<file path="config.mk">
export PLATFORM = sky130hd
export DESIGN_NAME = sifreli_seri_verici_flat
export DESIGN_NICKNAME = d
export VERILOG_FILES = /design/src/rtl/sifreleme_pkg.sv /design/src/rtl/sifreli_seri_verici_if.sv /design/src/rtl/anahtar_tablosu.sv /design/src/rtl/sifreli_seri_verici.sv /design/src/flat_wrapper.sv
export SDC_FILE = /design/constraint.sdc
export NUM_CORES = 1
export LEC_CHECK = 0
export ABC_AREA = 1
export CORE_MARGIN = 4
export CORE_UTILIZATION = 35
export DETAILED_ROUTE_END_ITERATION = 10
export MAX_ROUTING_LAYER = met4
export PLACE_DENSITY = 0.67
export SLEW_MARGIN = 20
export SYNTH_ARGS = -nofsm -noshare
export SYNTH_HDL_FRONTEND = slang
export SYNTH_SLANG_ARGS = --single-unit
</file>
<file path="constraint.sdc">
create_clock -name saat -period 2.83 [get_ports saat]
set_clock_uncertainty 0.2 [all_clocks]
set_input_delay 0.7075 -clock saat [delete_from_list [all_inputs] [get_ports saat]]
set_output_delay 0.7075 -clock saat [all_outputs]
set_load 0.005 [all_outputs]
</file>
<file path="src/rtl/sifreleme_pkg.sv">
// Shared types and constants for the serial cipher transmitter: state
// encoding, key-table depth and the power-on key set.
package sifreleme_pkg;

    localparam int ANAHTAR_DERINLIK = 8;

    typedef enum logic {
        BOSTA  = 1'b0,
        GONDER = 1'b1
    } durum_t;

    function automatic logic [63:0] varsayilan_anahtar(input logic [2:0] indeks);
        logic [63:0] k;
        case (indeks)
            3'd0:    k = 64'hBABA_1453_DEDE_1071;
            3'd1:    k = 64'hACAB_0909_BACA_0707;
            3'd2:    k = 64'hADAB_0606_DADA_0505;
            3'd3:    k = 64'hAAAA_0000_FFFF_5555;
            3'd4:    k = 64'hCAAA_0101_CAAA_0101;
            3'd5:    k = 64'hAACA_0606_AACA_0606;
            3'd6:    k = 64'hCAAA_1717_CAAA_1717;
            default: k = 64'hAAAA_0000_FFFF_5555;
        endcase
        return k;
    endfunction

endpackage

</file>
<file path="src/rtl/sifreli_seri_verici_if.sv">
// Word-in / bit-out handshake bundle of the serial cipher transmitter.
// master = the side issuing words and consuming bits, slave = the transmitter.
interface sifreli_seri_verici_if #(
    parameter int BIT = 8
);
    logic           basla;
    logic           mod;
    logic [BIT-1:0] veri;
    logic [2:0]     secim;
    logic           alici_hazir;
    logic           hazir;
    logic           bit_cikisi;
    logic           gecerli;
    logic           son;

    modport master (
        output basla, mod, veri, secim, alici_hazir,
        input  hazir, bit_cikisi, gecerli, son
    );

    modport slave (
        input  basla, mod, veri, secim, alici_hazir,
        output hazir, bit_cikisi, gecerli, son
    );
endinterface

</file>
<file path="src/rtl/anahtar_tablosu.sv">
// 8x64 key register file: reset loads the package defaults, one synchronous
// write port, one combinational read port returning the low OKU_W bits.
module anahtar_tablosu
    import sifreleme_pkg::*;
#(
    parameter int OKU_W = 64
) (
    input  logic             saat,
    input  logic             reset,
    input  logic             yaz,
    input  logic [2:0]       yaz_adres,
    input  logic [63:0]      yaz_veri,
    input  logic [2:0]       oku_adres,
    output logic [OKU_W-1:0] oku_veri
);

    logic [63:0] tablo_q [ANAHTAR_DERINLIK];
    logic [63:0] tablo_d [ANAHTAR_DERINLIK];

    always_comb begin
        for (int i = 0; i < ANAHTAR_DERINLIK; i++) begin
            tablo_d[i] = tablo_q[i];
        end
        if (yaz) begin
            tablo_d[yaz_adres] = yaz_veri;
        end
    end

    always_ff @(posedge saat or negedge reset) begin
        if (!reset) begin
            for (int i = 0; i < ANAHTAR_DERINLIK; i++) begin
                tablo_q[i] <= varsayilan_anahtar(3'(i));
            end
        end else begin
            for (int i = 0; i < ANAHTAR_DERINLIK; i++) begin
                tablo_q[i] <= tablo_d[i];
            end
        end
    end

    // Read sees the stored value, so a write on the same edge is not visible yet.
    assign oku_veri = tablo_q[oku_adres][OKU_W-1:0];

endmodule

</file>
<file path="src/rtl/sifreli_seri_verici.sv">
// Serial cipher transmitter: XOR with a table key plus rotation, then one bit
// per downstream handshake with a last-bit flag and back-to-back acceptance.
//
//   state  | meaning
//   -------+-----------------------------------------------------------
//   BOSTA  | idle, gecerli=0, waiting for basla
//   GONDER | streaming a word, gecerli=1, advances on alici_hazir
module sifreli_seri_verici
    import sifreleme_pkg::*;
#(
    parameter int BIT     = 8,
    parameter int ROT     = 2,
    parameter int ILK_MSB = 0
) (
    input  logic                saat,
    input  logic                reset,
    input  logic                anahtar_yaz,
    input  logic [2:0]          anahtar_adres,
    input  logic [63:0]         anahtar_veri,
    sifreli_seri_verici_if.slave bus
);

    localparam int CW = $clog2(BIT);
    localparam int R  = ROT % BIT;

    logic [BIT-1:0] anahtar;
    logic [BIT-1:0] xorlu;
    logic [BIT-1:0] sifreli;
    logic [BIT-1:0] donmus;
    logic [BIT-1:0] sonuc;
    logic           kabul;

    durum_t         durum_q, durum_d;
    logic [BIT-1:0] kay_q, kay_d;
    logic [CW-1:0]  say_q, say_d;
    logic           bit_q, bit_d;
    logic           gecerli_q, gecerli_d;
    logic           son_q, son_d;

    anahtar_tablosu #(.OKU_W(BIT)) u_anahtar_tablosu (
        .saat      (saat),
        .reset     (reset),
        .yaz       (anahtar_yaz),
        .yaz_adres (anahtar_adres),
        .yaz_veri  (anahtar_veri),
        .oku_adres (bus.secim),
        .oku_veri  (anahtar)
    );

    // Encrypt: rotl(veri ^ K); decrypt: rotr(veri) ^ K, the exact inverse.
    always_comb begin
        xorlu   = bus.veri ^ anahtar;
        sifreli = '0;
        donmus  = '0;
        for (int i = 0; i < BIT; i++) begin
            sifreli[(i + R) % BIT] = xorlu[i];
            donmus[i]              = bus.veri[(i + R) % BIT];
        end
        sonuc = bus.mod ? sifreli : (donmus ^ anahtar);
    end

    assign bus.hazir = ~gecerli_q | (son_q & bus.alici_hazir);
    assign kabul     = bus.basla & bus.hazir;

    always_comb begin
        durum_d   = durum_q;
        kay_d     = kay_q;
        say_d     = say_q;
        bit_d     = bit_q;
        gecerli_d = gecerli_q;
        son_d     = son_q;
        if (kabul) begin
            durum_d   = GONDER;
            kay_d     = sonuc;
            say_d     = '0;
            bit_d     = (ILK_MSB != 0) ? sonuc[BIT-1] : sonuc[0];
            gecerli_d = 1'b1;
            son_d     = 1'b0;
        end else if (durum_q == GONDER && bus.alici_hazir) begin
            if (son_q) begin
                durum_d   = BOSTA;
                bit_d     = 1'b0;
                gecerli_d = 1'b0;
                son_d     = 1'b0;
            end else begin
                kay_d = (ILK_MSB != 0) ? (kay_q << 1) : (kay_q >> 1);
                bit_d = (ILK_MSB != 0) ? kay_q[BIT-2] : kay_q[1];
                say_d = say_q + CW'(1);
                son_d = (say_q == CW'(BIT - 2));
            end
        end
    end

    always_ff @(posedge saat or negedge reset) begin
        if (!reset) begin
            durum_q   <= BOSTA;
            kay_q     <= '0;
            say_q     <= '0;
            bit_q     <= 1'b0;
            gecerli_q <= 1'b0;
            son_q     <= 1'b0;
        end else begin
            durum_q   <= durum_d;
            kay_q     <= kay_d;
            say_q     <= say_d;
            bit_q     <= bit_d;
            gecerli_q <= gecerli_d;
            son_q     <= son_d;
        end
    end

    assign bus.bit_cikisi = bit_q;
    assign bus.gecerli    = gecerli_q;
    assign bus.son        = son_q;

endmodule

</file>
<file path="src/flat_wrapper.sv">
// flat-port wrapper written by rule: the top's interface ports become plain ports
module sifreli_seri_verici_flat import sifreleme_pkg::*;
#(
    parameter int BIT     = 8,
    parameter int ROT     = 2,
    parameter int ILK_MSB = 0
)
  (saat, reset, anahtar_yaz, anahtar_adres, anahtar_veri, bus_basla, bus_mod, bus_veri, bus_secim, bus_alici_hazir, bus_hazir, bus_bit_cikisi, bus_gecerli, bus_son);
  sifreli_seri_verici_if #(.BIT(BIT)) bus_i ();
  input  logic saat;
  input  logic reset;
  input  logic anahtar_yaz;
  input  logic [2:0] anahtar_adres;
  input  logic [63:0] anahtar_veri;
  input wire logic [$bits(bus_i.basla)-1:0] bus_basla;
  input wire logic [$bits(bus_i.mod)-1:0] bus_mod;
  input wire logic [$bits(bus_i.veri)-1:0] bus_veri;
  input wire logic [$bits(bus_i.secim)-1:0] bus_secim;
  input wire logic [$bits(bus_i.alici_hazir)-1:0] bus_alici_hazir;
  output wire logic [$bits(bus_i.hazir)-1:0] bus_hazir;
  output wire logic [$bits(bus_i.bit_cikisi)-1:0] bus_bit_cikisi;
  output wire logic [$bits(bus_i.gecerli)-1:0] bus_gecerli;
  output wire logic [$bits(bus_i.son)-1:0] bus_son;
  assign bus_i.basla = bus_basla;
  assign bus_i.mod = bus_mod;
  assign bus_i.veri = bus_veri;
  assign bus_i.secim = bus_secim;
  assign bus_i.alici_hazir = bus_alici_hazir;
  assign bus_hazir = bus_i.hazir;
  assign bus_bit_cikisi = bus_i.bit_cikisi;
  assign bus_gecerli = bus_i.gecerli;
  assign bus_son = bus_i.son;
  sifreli_seri_verici #(.BIT(BIT), .ROT(ROT), .ILK_MSB(ILK_MSB)) u_core (.saat(saat), .reset(reset), .anahtar_yaz(anahtar_yaz), .anahtar_adres(anahtar_adres), .anahtar_veri(anahtar_veri), .bus(bus_i));
endmodule
</file>
==> results of run 1 <==
synthesized netlist by cell type (all sizes together):
library cell  instances
o21ai                79
ha                    2
xor2                  1
dfrtp                53
clkbuf                9
nand2               187
a21oi                 1
o211ai                3
nor2                 29
clkinv                1
buf                  12
nor3                  1
inv                  68
nand3                71
o22ai                 1
dfstp                24
flip-flops by register name, summed over array words and instances (netlist names):
signal	count
u_core.u_anahtar_tablosu.tablo_q	64
u_core.bus.bit_cikisi	1
u_core.kay_q	7
u_core.bus.son	1
u_core.bus.gecerli	1
u_core.say_q	3
stage by stage:
| step | power [mW] | instance area, um^2 | util | instances |
|---|---|---|---|---|
| finish | 3.468 | 4823 | 0.4354 | 720 |
| floorplan | 2.034 | 4036 | - | 542 |
| global route | 3.697 | 4823 | 0.4354 | 720 |
| detailed placement | 2.303 | 4516 | 0.4076 | 704 |
| CTS | 3.503 | 4823 | 0.4354 | 720 |
| global placement | 2.262 | 4516 | 0.4076 | 704 |
routing by layer:
| layer | up-vias | routed length [um] |
|---|---|---|
| met4 | 0 | 210 |
| met5 | - | 0 |
| met2 | 114 | 4753 |
| li1 | 1785 | - |
| met3 | 18 | 603 |
| met1 | 1653 | 4626 |
kinds of logic after synthesis:
kind of cell,count (synthesis),synth area share
AOI/OAI and AO/OA,84,0.1063
and+or+nand+nor,288,0.3069
DFF,77,0.4848
buffers and inverters,90,0.09361
xor gates and xnor gates,1,0.002170
adders and majority gates,2,0.006199
layout make-up:
class,instances,area [um^2]
Timing Repair Buffer,43,422.9
Clock buffer,15,277.8
Inverter,69,259.0
Fill cell,1099,6255
Tap cell,140,175.2
Multi-Input combinational cell,375,1702
Sequential cell,77,1957
Clock inverter,1,30.03
power groups by stage:
stage / Combinational (mW) / Clock (mW) / Sequential, mW
final: 0.764 / 1.18 / 1.52
after global routing: 0.896 / 1.25 / 1.55
after CTS: 0.773 / 1.21 / 1.52
after detailed placement: 0.763 / 0 / 1.54
after global placement: 0.734 / 0 / 1.53
after floorplan: 0.525 / 0 / 1.51
worst max-delay path by stage:
stage,startpoint,end,slack [ns],depth (start not counted)
after floorplan,bus_secim[0],u_core.kay_q[6]$_DFFE_PN0P_,0.87,13
after global placement,bus_alici_hazir,bus_hazir,0.1,4
after detailed placement,bus_alici_hazir,bus_hazir,0.1,4
after CTS,bus_alici_hazir,bus_hazir,0.09,4
after global routing,bus_alici_hazir,bus_hazir,0.04,4
final,bus_alici_hazir,bus_hazir,0.10,4
==> flow_summary.toml, run 1 <==
[worst_setup_path]
crit_arrival_ns = 1.82
critPathBufInv = 2
rr_startpoint = "u_core.bus.son$_DFFE_PN0P_"
required_ns = 1.92
path_cells = "clkdlybuf4s50_1 > nand2_1 > nand2_1 > clkdlybuf4s50_1"
r2r_end = "u_core.kay_q[4]$_DFFE_PN0P_"
crit_family = "buffers and inverters"
critPathLaunchType = "input pin"
worst-path-max-fanout = 3
setup.worst_path.class = "input pin to output port"
ff2ff_setup_slack_ns = 1.06
slowest_stage = "clkdlybuf4s50_1"
rr_worst_depth = 9
crit_path_end_kind = "output port"
crit_path_max_incr_delay_ns = 0.51

[power]
p_clk_frac = 0.340
p_leak_nw = 2.378
seq_power_share = 0.440
p_int_mw = 2.464
comb_power_share = 0.220
power_density_nw_per_um2 = 719.1
power.share.switching = 0.2895
p_sw_mw = 1.004
irDropWorstVdd_mv = 0.3182

[yosys]
synthesis.nets = 628
seq_area_frac_synth = 0.4848
syn_area_um2 = 4036
syn-instance-count = 542
synth_seq_cells = 77
synth_top_area_frac = 0.3286
synth_cell_type_count = 24
avgSynthCellArea_um2 = 7.447
synth.largest_area_cell = "dfrtp_1"
yosys_warnings = 0
ys_top_cells_by_area = "dfrtp_1 33%, nand2_1 17%, dfstp_2 16%, o21ai_0 8.7%, nand3_1 7.6%"

[floorplan]
die_h_um = 115.4
die_area_um2 = 13310
pin_count = 88
num_rows = 38
start_util = 0.3644
die_w_um = 115.4
core_um2 = 11080

[route]
vias = 3570
drc = 0
first_pass_iters = 5
drt_wl_total_um = 10190
drtIter0Drc = 346
antenna_left = 0
viasPerCell = 4.958
wl_per_cell_um = 14.16

[clock_tree]
cts_resized = 0
hold_buffers = 0
cts_max_level = 3
cts.sinks = 77
clkTransAtPathRegs_ns = 0.06
cts-buffers-inserted = 9
clk-insertion-delay-late_ns = 0.33
clock_path_buffers = 2
post_cts_buffers = 0
cts_tree = "yes"
cts_root_buf = "clkbuf_16"

[placed_design]
dp_hpwl_um = 6974
io_buffers = 31
gp_congestion = 0.8691
pre_cts_ws_ns = 0.09873

[hold_path]
hold_class = "input pin to asynchronous set/reset pin"

[global_routing]
grt_pass1_wl_um = 17310
grt_use_met1 = 0.2094
gr-usage-met2 = 0.2801
top_usage_layer = "met2"
overflow = 0
grt_pass1_vias = 3649
grt_usage = 0.1719
gr-usage-met3 = 0.03789
antenna_found_initial = 0
grt_max_degree = 57

[sta]
hold_violations = 0
period_share = 0.9645
max_slew.worst_pin.slew_ns = 0.6096
finalWorstSetupSlack_ns = 0.1005
setup_tns_ns = 0
hold_ws_ns = 0.06070
slew_viol_final = 0
max_freq_mhz = 366.4
slew_headroom = 0.5926
rsz0062_at_grt = "false"
setup_viol = 0
period_minus_slack_ns = 2.729

[run_status]
status = "finished clean"

[finish]
fin_nets = 661
drive_gt1_frac = 0.1155
syn2layout_area_growth_pct = 19.50
n_antenna_cell = 0
layout_common_cells = "183 x nand2_1, 70 x o21ai_0, 67 x inv_1, 61 x nand3_1, 53 x dfrtp_1"
final_common_cell = "nand2_1"

[flow_run]
drv_cap = 0
Power figures use the tool's default switching activity.
==> run 2: changes to the inputs <==
--- a/config.mk
+++ b/config.mk
@@ -5,12 +5,13 @@
 export SDC_FILE = /design/constraint.sdc
 export NUM_CORES = 1
 export LEC_CHECK = 0
-export ABC_AREA = 1
+export ABC_AREA = 0
 export CORE_MARGIN = 4
 export CORE_UTILIZATION = 35
 export DETAILED_ROUTE_END_ITERATION = 10
+export GPL_TIMING_DRIVEN = 0
 export MAX_ROUTING_LAYER = met4
-export PLACE_DENSITY = 0.67
+export PLACE_DENSITY = 0.57
 export SLEW_MARGIN = 20
 export SYNTH_ARGS = -nofsm -noshare
 export SYNTH_HDL_FRONTEND = slang
==> run 2 against run 1 <==
Net effect:
- register-to-register slack worse by 0.38 ns
- setup slack better by 0.044 ns
- non-clock buffer count is 2 lower
- clock power hardly changed
- area after synthesis is 2.5% lower
- highest routed layer unchanged
==> flow_summary.toml, run 2 <==
[run_status]
status = "finished clean"

[clock_tree]
clock_path_buffers = 2
cts_tree = "yes"
cts_root_buf = "clkbuf_16"
clk-insertion-delay-late_ns = 0.33
cts_max_level = 3
cts.sinks = 77
post_cts_buffers = 0
cts-buffers-inserted = 9
clkTransAtPathRegs_ns = 0.06

[global_routing]
grt_pass1_wl_um = 14680
gr-usage-met3 = 0.03554
grt_usage = 0.1527
gr-usage-met2 = 0.2260
grt_max_degree = 46
grt_pass1_vias = 2689
grt_use_met1 = 0.2067
antenna_found_initial = 0
overflow = 0
top_usage_layer = "met2"

[yosys]
yosys_warnings = 0
yosysMostFrequentCell = "mux2_2"
synth-main-ff-cell = "dfrtp_1"
synth.largest_area_cell = "dfrtp_1"
synth_top_family_by_area = "multiplexers"
synth_cell_type_count = 52
seq_area_frac_synth = 0.4973
synth_common_cells = "67 x mux2_2, 53 x dfrtp_1, 33 x mux2i_1"
synthSimpleGateAreaFrac = 0.08903
ys_top_cells_by_area = "dfrtp_1 34%, mux2_2 19%, dfstp_2 16%, mux2i_1 8.4%, a22oi_1 1.7%"
synthArstFlopShare = 1.000
syn-instance-count = 302
muxShareOfSynthArea = 0.2890
synth_seq_cells = 77
synth_xor_area_frac = 0.02003
synth_compound_area_frac = 0.07504
syn_area_um2 = 3935
synth_fa_ha_area_frac = 0.006359
synth_edf_count = 0
synth_top_area_frac = 0.3370
avgSynthCellArea_um2 = 13.03
synthesis.nets = 388

[floorplan]
core_um2 = 10940
start_util = 0.3598
pin_count = 88
die_h_um = 114.0
die_w_um = 114.0
die_area_um2 = 13000
num_rows = 38

[finish]
stdcell_count = 485
n_antenna_cell = 0
drive_gt1_frac = 0.3594
final_common_cell = "mux2_2"
n_fill_cell = 1041
fin_nets = 426
syn2layout_area_growth_pct = 20.10
max_flop_register = "u_core.u_anahtar_tablosu.tablo_q"
fin_area_um2 = 4726
layout_common_cells = "67 x mux2_2, 53 x dfrtp_1, 32 x mux2i_1, 25 x clkdlybuf4s50_1, 24 x dfstp_2"
largest_reg_flops = 64
largestRegisters = "u_core.u_anahtar_tablosu.tablo_q x64, u_core.kay_q x7, u_core.say_q x3"
utilization = 0.4322

[placed_design]
io_buffers = 27
pre_cts_ws_ns = -0.4232
gp_congestion = 0.8055
dp_cells = 470
postPlaceCellArea_um2 = 4405
dp_hpwl_um = 6027

[worst_setup_path]
slowest_stage = "clkdlybuf4s50_1"
critPathLaunchType = "input pin"
path_cells = "clkdlybuf4s50_1 > nor2b_2 > a22oi_1 > a2111oi_0 > a31oi_1 > o221a_2"
required_ns = 2.85
rr_startpoint = "u_core.bus.gecerli$_DFFE_PN0P_"
worst-path-max-fanout = 8
ff2ff_setup_slack_ns = 0.68
crit_path_max_incr_delay_ns = 0.64
crit_path_end_kind = "flop"
r2r_end = "u_core.kay_q[3]$_DFFE_PN0P_"
setup.worst_path.class = "input pin to flop"
crit_arrival_ns = 2.70
rr_worst_depth = 5

[route]
drtIter0Drc = 123
first_pass_iters = 4
wl_per_cell_um = 18.33
drc = 0
vias = 2546
antenna_left = 0
drt_wl_total_um = 8892
viasPerCell = 5.249

[power]
p_clk_frac = 0.338
p_sw_uw = 947.3
comb_power_share = 0.223
power.share.switching = 0.2641
p_int_mw = 2.639
power_density_nw_per_um2 = 758.9
finalPower_mw = 3.587
irDropWorstVdd_mv = 0.4383
seq_power_share = 0.439
p_leak_nw = 1.960

[sta]
max_slew.worst_pin.slew_ns = 0.8757
hold_ws_ns = 0.1196
slew_headroom = 0.4130
max_freq_mhz = 372.4
finalWorstSetupSlack_ns = 0.1450
rsz0062_at_grt = "false"
period_share = 0.9488
period_minus_slack_ns = 2.685
setup_tns_ns = 0
setup_viol = 0
hold_violations = 0
slew_viol_final = 0

[flow_run]
drv_cap = 0

[hold_path]
hold_class = "input pin to asynchronous set/reset pin"
-- run 2: changes by cell type in the layout (fill, tap and decap cells not counted), sizes merged, moves of 9 or more --
| cell | previous run | this run |
|---|---|---|
| mux2 | 0 | 67 |
| nand2 | 187 | 16 |
| o21ai | 79 | 2 |
| nand3 | 71 | 2 |
| nor2 | 29 | 6 |
| a22oi | 0 | 9 |
| mux2i | 0 | 33 |
| inv | 68 | 4 |
-- run 2: per-layer routing --
layer | routed length (um) | up-vias
li1 | - | 1204
met1 | 4324 | 1286
met2 | 4133 | 45
met3 | 309 | 11
met4 | 125 | 0
met5 | 0 | -
-- run 2: how the worst max path moves through the flow --
stage | startpoint | to | slack, ns | depth (start not counted)
floorplan | anahtar_adres[0] | u_core.u_anahtar_tablosu.tablo_q[321]$_DFFE_PN0P_ | 0.65 | 4
global placement | reset | u_core.u_anahtar_tablosu.tablo_q[455]$_DFFE_PN0P_ | -1.93 | 1
detailed placement | bus_secim[2] | u_core.kay_q[3]$_DFFE_PN0P_ | -0.42 | 6
CTS | bus_secim[2] | u_core.kay_q[3]$_DFFE_PN0P_ | 0.05 | 7
global route | bus_secim[2] | u_core.kay_q[3]$_DFFE_PN0P_ | 0.05 | 6
finish | bus_secim[2] | u_core.kay_q[3]$_DFFE_PN0P_ | 0.14 | 6
-- run 2: logic make-up (layout without fill, tap and decap cells) --
family | Yosys count | count (layout)
adders and majority gates | 2 | 2
xor gates and xnor gates | 9 | 9
buffers and inverters | 17 | 60
muxes | 102 | 102
AOI/OAI and AO/OA | 36 | 36
and+or+nand+nor | 59 | 59
DFF | 77 | 77
-- run 2: cell type report --
class / count / area (um^2) / area share
Clock buffer: 10 / 229.0 / 0.04845
Timing Repair Buffer: 28 / 294.0 / 0.06222
Sequential cell: 77 / 1957 / 0.4141
Buffer: 13 / 77.57 / 0.01642
Clock inverter: 6 / 86.33 / 0.01827
Multi-Input combinational cell: 208 / 1896 / 0.4011
Tap cell: 140 / 175.2 / 0.03707
Inverter: 3 / 11.26 / 0.002383
-- run 2: power by group through the flow --
| stage | clock network, mW | registers (mW) | logic (mW) |
|---|---|---|---|
| after detailed placement | 0 | 1.59 | 0.806 |
| after global routing | 1.31 | 1.61 | 0.896 |
| after global placement | 0 | 1.58 | 0.783 |
| final | 1.21 | 1.57 | 0.800 |
| after CTS | 1.25 | 1.57 | 0.807 |
| after floorplan | 0 | 1.55 | 0.576 |
-- run 2: worst max-delay path: cells and delay by family --
kind | cells | cell delay (ns)
compound gates | 4 | 0.87
buf+inv | 1 | 0.64
simple gates | 1 | 0.48
-- run 2: what timing repair did --
action / 4_1_cts / 5_1_grt
hold buffers: 0 / 0
setup endpoints to repair: 2 / 3
resized for setup: 2 / 4
